### config.mk
export PLATFORM = sky130hd
export DESIGN_NAME = instr_sequencer_flat
export DESIGN_NICKNAME = d
export VERILOG_FILES = /design/src/rtl/cpu_pkg.sv /design/src/rtl/instr_sequencer_if.sv /design/src/rtl/seq_fifo.sv /design/src/rtl/instr_sequencer.sv /design/src/flat_wrapper.sv
export SDC_FILE = /design/constraint.sdc
export NUM_CORES = 1
export LEC_CHECK = 0
export CORE_MARGIN = 1.5
export CORE_UTILIZATION = 50
export CTS_BUF_LIST = sky130_fd_sc_hd__clkbuf_16
export CTS_CLUSTER_DIAMETER = 80
export DETAILED_ROUTE_END_ITERATION = 12
export PLACE_DENSITY = 0.7
export SLEW_MARGIN = 20
export SYNTH_ARGS = -nofsm -noshare
export SYNTH_HDL_FRONTEND = slang
export SYNTH_SLANG_ARGS = --single-unit
### constraint.sdc
create_clock -name clk -period 2.3 [get_ports clk]
set_input_delay 0.23 -clock clk [delete_from_list [all_inputs] [get_ports clk]]
set_output_delay 0.23 -clock clk [all_outputs]
set_load 0.01 [all_outputs]
### src/rtl/cpu_pkg.sv
// Shared CPU types: opcodes, instruction word, sequencer states.
// Used by the instruction sequencer, its FIFO and its handshake interface.
package cpu_pkg;

    localparam int DATA_W = 8;

    typedef logic [5:0] opcode_t;

    localparam opcode_t OP_NOP   = 6'h00;
    localparam opcode_t OP_LOADA = 6'h01;
    localparam opcode_t OP_LOADB = 6'h02;
    localparam opcode_t OP_ADD   = 6'h03;
    localparam opcode_t OP_SUB   = 6'h04;
    localparam opcode_t OP_AND   = 6'h05;
    localparam opcode_t OP_OR    = 6'h06;
    localparam opcode_t OP_XOR   = 6'h07;

    typedef struct packed {
        opcode_t             op;
        logic [DATA_W-1:0]   imm;
    } instr_t;

    typedef enum logic [1:0] {
        IDLE,
        DECODE,
        EXEC,
        HALTED
    } seq_state_e;

    function automatic logic is_known(opcode_t op);
        return (op >= OP_LOADA) && (op <= OP_XOR);
    endfunction

endpackage

### src/rtl/instr_sequencer_if.sv
// Valid/ready handshake carrying {opcode, imm} words into the sequencer.
// master drives words in; slave (the sequencer) returns ready.
interface instr_sequencer_if;
    import cpu_pkg::*;

    logic                instr_valid;
    logic                instr_ready;
    opcode_t             instr_opcode;
    logic [DATA_W-1:0]   instr_imm;

    modport master (
        output instr_valid, instr_opcode, instr_imm,
        input  instr_ready
    );

    modport slave (
        input  instr_valid, instr_opcode, instr_imm,
        output instr_ready
    );

endinterface

### src/rtl/seq_fifo.sv
// Synchronous FIFO with occupancy count; clear empties it in one cycle.
// Pointers wrap modulo DEPTH (power of two); cnt tells full from empty.
module seq_fifo #(
    parameter int DEPTH = 4,
    parameter int WIDTH = 14
) (
    input  logic                       clk,
    input  logic                       rst_n,
    input  logic                       clear,
    input  logic                       push,
    input  logic                       pop,
    input  logic [WIDTH-1:0]           wdata,
    output logic [WIDTH-1:0]           rdata,
    output logic                       full,
    output logic                       empty,
    output logic [$clog2(DEPTH):0]     level
);

    localparam int AW = $clog2(DEPTH);

    logic [WIDTH-1:0] mem [DEPTH];
    logic [AW-1:0]    wptr;
    logic [AW-1:0]    rptr;
    logic [AW:0]      cnt;
    logic             do_push;
    logic             do_pop;

    assign full    = (cnt == (AW+1)'(DEPTH));
    assign empty   = (cnt == '0);
    assign level   = cnt;
    assign rdata   = mem[rptr];
    assign do_push = push & ~full & ~clear;
    assign do_pop  = pop & ~empty & ~clear;

    always_ff @(posedge clk) begin
        if (do_push) mem[wptr] <= wdata;
    end

    always_ff @(posedge clk or negedge rst_n) begin
        if (!rst_n) begin
            wptr <= '0;
            rptr <= '0;
            cnt  <= '0;
        end else if (clear) begin
            wptr <= '0;
            rptr <= '0;
            cnt  <= '0;
        end else begin
            if (do_push) wptr <= wptr + 1'b1;
            if (do_pop)  rptr <= rptr + 1'b1;
            case ({do_push, do_pop})
                2'b10:   cnt <= cnt + 1'b1;
                2'b01:   cnt <= cnt - 1'b1;
                default: cnt <= cnt;
            endcase
        end
    end

endmodule

### src/rtl/instr_sequencer.sv
// Issue controller: FIFO -> DECODE -> EXEC, with HALT/resume and flush.
// Define SEQ_PERF_CNT_EN to add retired_cnt / nop_cnt counters.
module instr_sequencer
    import cpu_pkg::*;
#(
    parameter int      FIFO_DEPTH  = 4,
    parameter opcode_t HALT_OPCODE = 6'h3F
) (
    input  logic                          clk,
    input  logic                          rst_n,
    instr_sequencer_if.slave              bus,
    input  logic                          flush,
    input  logic                          resume,
    output opcode_t                       opcode,
    output logic [DATA_W-1:0]             imm,
    output logic                          exec_en,
    output logic                          busy,
    output logic                          halted,
    output logic [$clog2(FIFO_DEPTH):0]   fifo_level
`ifdef SEQ_PERF_CNT_EN
    ,
    output logic [31:0]                   retired_cnt,
    output logic [31:0]                   nop_cnt
`endif
);

    seq_state_e state;
    seq_state_e state_nx;
    instr_t     issue;
    instr_t     head;
    instr_t     wr_word;
    logic       full;
    logic       empty;
    logic       push;
    logic       pop;

    assign bus.instr_ready = ~full & ~flush;
    assign push    = bus.instr_valid & bus.instr_ready;
    assign pop     = (state == IDLE) & ~empty & ~flush;
    assign wr_word = '{op: bus.instr_opcode, imm: bus.instr_imm};
    assign busy    = ~empty | (state != IDLE);

    seq_fifo #(
        .DEPTH (FIFO_DEPTH),
        .WIDTH ($bits(instr_t))
    ) u_fifo (
        .clk   (clk),
        .rst_n (rst_n),
        .clear (flush),
        .push  (push),
        .pop   (pop),
        .wdata (wr_word),
        .rdata (head),
        .full  (full),
        .empty (empty),
        .level (fifo_level)
    );

    always_ff @(posedge clk or negedge rst_n) begin
        if (!rst_n) begin
            state <= IDLE;
            issue <= '0;
        end else begin
            state <= state_nx;
            if (flush)    issue <= '0;
            else if (pop) issue <= head;
        end
    end

    always_comb begin
        state_nx = state;
        opcode   = OP_NOP;
        imm      = '0;
        exec_en  = 1'b0;
        halted   = 1'b0;
        unique case (state)
            IDLE: begin
                if (pop) state_nx = DECODE;
            end
            DECODE: begin
                opcode   = issue.op;
                imm      = issue.imm;
                state_nx = (issue.op == HALT_OPCODE) ? HALTED : EXEC;
            end
            EXEC: begin
                opcode   = issue.op;
                imm      = issue.imm;
                exec_en  = ~flush;
                state_nx = IDLE;
            end
            HALTED: begin
                halted = 1'b1;
                if (resume) state_nx = IDLE;
            end
        endcase
        // flush wins over every other transition, including resume
        if (flush) state_nx = IDLE;
    end

`ifdef SEQ_PERF_CNT_EN
    always_ff @(posedge clk or negedge rst_n) begin
        if (!rst_n) begin
            retired_cnt <= '0;
            nop_cnt     <= '0;
        end else if (exec_en) begin
            if (retired_cnt != '1) retired_cnt <= retired_cnt + 1'b1;
            if (!is_known(issue.op) && nop_cnt != '1)
                nop_cnt <= nop_cnt + 1'b1;
        end
    end
`endif

endmodule

### src/flat_wrapper.sv
// flat-port wrapper written by rule: the top's interface ports become plain ports
module instr_sequencer_flat import cpu_pkg::*;
#(
    parameter int      FIFO_DEPTH  = 4,
    parameter opcode_t HALT_OPCODE = 6'h3F
)
  (clk, rst_n, flush, resume, opcode, imm, exec_en, busy, halted, fifo_level, bus_instr_valid, bus_instr_opcode, bus_instr_imm, bus_instr_ready);
  instr_sequencer_if bus_i ();
  input  logic clk;
  input  logic rst_n;
  input  logic flush;
  input  logic resume;
  output opcode_t opcode;
  output logic [DATA_W-1:0] imm;
  output logic exec_en;
  output logic busy;
  output logic halted;
  output logic [$clog2(FIFO_DEPTH):0] fifo_level;
  input wire logic [$bits(bus_i.instr_valid)-1:0] bus_instr_valid;
  input wire logic [$bits(bus_i.instr_opcode)-1:0] bus_instr_opcode;
  input wire logic [$bits(bus_i.instr_imm)-1:0] bus_instr_imm;
  output wire logic [$bits(bus_i.instr_ready)-1:0] bus_instr_ready;
  assign bus_i.instr_valid = bus_instr_valid;
  assign bus_i.instr_opcode = bus_instr_opcode;
  assign bus_i.instr_imm = bus_instr_imm;
  assign bus_instr_ready = bus_i.instr_ready;
  instr_sequencer #(.FIFO_DEPTH(FIFO_DEPTH), .HALT_OPCODE(HALT_OPCODE)) u_core (.clk(clk), .rst_n(rst_n), .bus(bus_i), .flush(flush), .resume(resume), .opcode(opcode), .imm(imm), .exec_en(exec_en), .busy(busy), .halted(halted), .fifo_level(fifo_level));
endmodule
==> reports/metrics.yaml <==
run_status:
  outcome: "finished, final reports clean"
clocking:
  clock-sinks: 79
  cts_buffer_depth: 2
  path_clk_slew_ns: 0.06
  post_cts_buffers: 0
  clockRootBuffer: "clkbuf_16"
  htreeDepth: 3
  cts_made_buffers: 9
  insertion_delay_ns: 0.33
  cts_hold_buf: 0
  cts_tree: "built"
final_layout:
  nets: 285
  drive_above_1_share_pct: 22.9
  fillCellCount: 509
  area_delta_synth_final_pct: 23.8
  antenna_cells: 0
logic_synthesis:
  synth_ff_type: "edfxtp_1"
  synth_top_area_cell: "edfxtp_1"
  syn_nets: 234
  synth_seq_cells: 79
  synth_area_leaders: "edfxtp_1, dfrtp_1, mux4_2, and2_1, ha_1"
  yosysSeqAreaShare_pct: 65.3
  yosysWarnings: 0
  synth_top_cell_area_share_pct: 48.6
  yosysUniqueCellTypes: 45
  syn_inst: 206
  async_flop_share_pct: 29.1
  synth_edf_count: 56
  avgSynthCellArea_um2: 16.8
  synth_area_mm2: 0.00346
worst_setup_path:
  cpMaxStageDelayCell: "dfrtp_1"
  path_max_fanout: 6
  path_buf_inv: 0
  arrival_ns: 2.32
  end_kind: "flip-flop"
  cp-start-kind: "flip-flop"
  cp_slowest_stage_delay_ns: 0.48
  critPathRequiredTime_ns: 2.51
  path_delay_family: "simple AND/OR/NAND/NOR gates"
  r2r_setup_slack_ns: 0.19
  crit_chain: "nor3b_2, nor2_1, nor3_1, fa_1, nor2b_1, o2111ai_1, nand3b_1"
  worstSetupPathType: "reg -> reg"
sta:
  setup_viol: 0
  skew_ns: 0.00717
  tns_ns: 0
  fmax_mhz: 474
  slew_violations: 0
  rsz0062_at_grt: "no"
  worst_pin_slew_ns: 0.849
  holdWs_ns: 0.254
  period_share_pct: 91.8
  fin_ws_ns: 0.190
  final_hold_viol_count: 0
  relSlewSlack_pct: 43.2
  finalCriticalPeriod_ns: 2.11
drt:
  wl_per_cell_um: 17.6
  vias: 1918
  drt-total-wl_um: 6020
  vias_per_cell: 5.61
  drc: 0
  ant_nets: 0
  drt-pass1-iter-count: 4
  drtIter0Drc: 95
power:
  power.density_mw_per_mm2: 1130
  leakagePower_nw: 1.57
  ir_drop_v: 0.000639
placement:
  io_buffers: 39
  dp_hpwl_um: 3950
  dpl_worst_slack_ns: 0.0847
  finalWeightedCongestion: 0.812
flow_run:
  maxCapViolCount: 0
global_routing:
  grt-ovfl-total: 0
  grt_pass1_vias: 1907
  track_usage_pct: 17.8
  grt_pass1_wl_um: 9640
  antenna_found_initial: 0
  grt_max_degree: 24
floorplanning:
  num_io_pins: 40
  die_x_um: 86.2
  core_mm2: 0.00676
  die_y_um: 86.2
  rows: 30
  start_util_pct: 51.2
  dieArea_mm2: 0.00742
worst_hold_path:
  hold_path.class: "in -> async"
-- sequential cells by signal, indices dropped and copies added, names as in the netlist --
name                 cells
u_core.u_fifo.mem       56
u_core.issue            14
u_core.u_fifo.level      3
u_core.state             2
u_core.u_fifo.rptr       2
u_core.u_fifo.wptr       2
-- Yosys cell counts, types with 2 or more instances --
library cell and n:
a21o_1 2, a21oi_1 6, a22o_1 10, a22o_2 4
and2_1 18, buf_2 5, buf_6 4, clkbuf_1 3
dfrtp_1 23, edfxtp_1 56, ha_1 8, inv_1 5
mux4_2 14, nand2b_1 6, nand3_1 3, nand3b_1 2
nor2_1 6, nor2b_1 2, or3b_1 2, xor2_1 2
-- stage by stage --
step	std cells	power (mW)	utilization [%]	cell area (µm²)
after floorplan	206	2.95	-	3460
after global placement	326	3.40	58.8	3970
after detailed placement	326	3.44	58.8	3970
after CTS	342	4.84	63.2	4270
after global routing	342	5.07	63.3	4280
final	342	4.82	63.3	4280
-- path summary, 6_finish.rpt --
check / endpoint / depth (start not counted) / startpoint
min reg2reg: u_core.issue[6] / 1 / u_core.issue[6]
max: u_core.u_fifo.level[1] / 7 / u_core.u_fifo.level[0]
min in group clk: u_core.issue[6] / 1 / u_core.issue[6]
min: u_core.issue[4] / 2 / rst_n
max reg2reg: u_core.u_fifo.level[1] / 7 / u_core.u_fifo.level[0]
max in group asynchronous: u_core.u_fifo.level[1] / 2 / rst_n
-- cell families (layout without fill, tap and decap cells) --
kind of cell / after synthesis / in the layout / synth area share (%)
buf+inv: 19 / 75 / 3.15
fa+ha+maj: 9 / 9 / 3.47
xor+xnor: 3 / 3 / 0.760
mux: 15 / 15 / 9.45
flops: 79 / 79 / 65.3
simple gates: 47 / 47 / 8.65
compound gates: 34 / 34 / 9.23
-- cell type report --
class | count | area, µm² | share of cell area [%]
clock inverter | 7 | 67.6 | 1.58
multi-input combinational | 108 | 1110 | 25.9
inverter | 5 | 18.8 | 0.439
tap | 80 | 100 | 2.34
sequential | 79 | 2260 | 52.8
clock buffer | 9 | 225 | 5.26
timing repair buffer | 54 | 502 | 11.7
-- metal layers --
metal	vias to the layer above	track usage (%)	part of all wire (%)
met5	-	0	0
li1	901	-	-
met1	969	24.6	49
met3	4	3.66	3.5
met4	0	9.38	1.0
met2	44	26.8	47
-- placed cells by master, fill, tap and decap left out, types with 2 or more instances in the layout --
cell	n
a21o_1	2
a21oi_1	6
a22o_1	10
a22o_2	4
and2_1	18
buf_4	15
clkbuf_16	9
clkdlybuf4s50_1	38
dfrtp_1	22
edfxtp_1	56
ha_1	7
inv_1	5
inv_6	3
inv_8	3
mux4_2	14
nand2b_1	6
nand3_1	3
nand3b_1	2
nor2_1	6
nor2b_1	2
or3b_1	2
xor2_1	2
-- where the power goes --
| group | internal (mW) | total, mW | switching [mW] |
|---|---|---|---|
| clock | 0.765 | 1.37 | 0.607 |
| sequential | 1.75 | 1.89 | 0.145 |
| combinational | 0.817 | 1.56 | 0.742 |
| total | 3.33 | 4.82 | 1.49 |
-- what timing repair did --
item                       in CTS  in global routing
resized for setup               4                  1
pin swaps                       0                  0
cloned                          0                  0
setup endpoints to repair       1                  2
(Power assumes the default switching activity.)
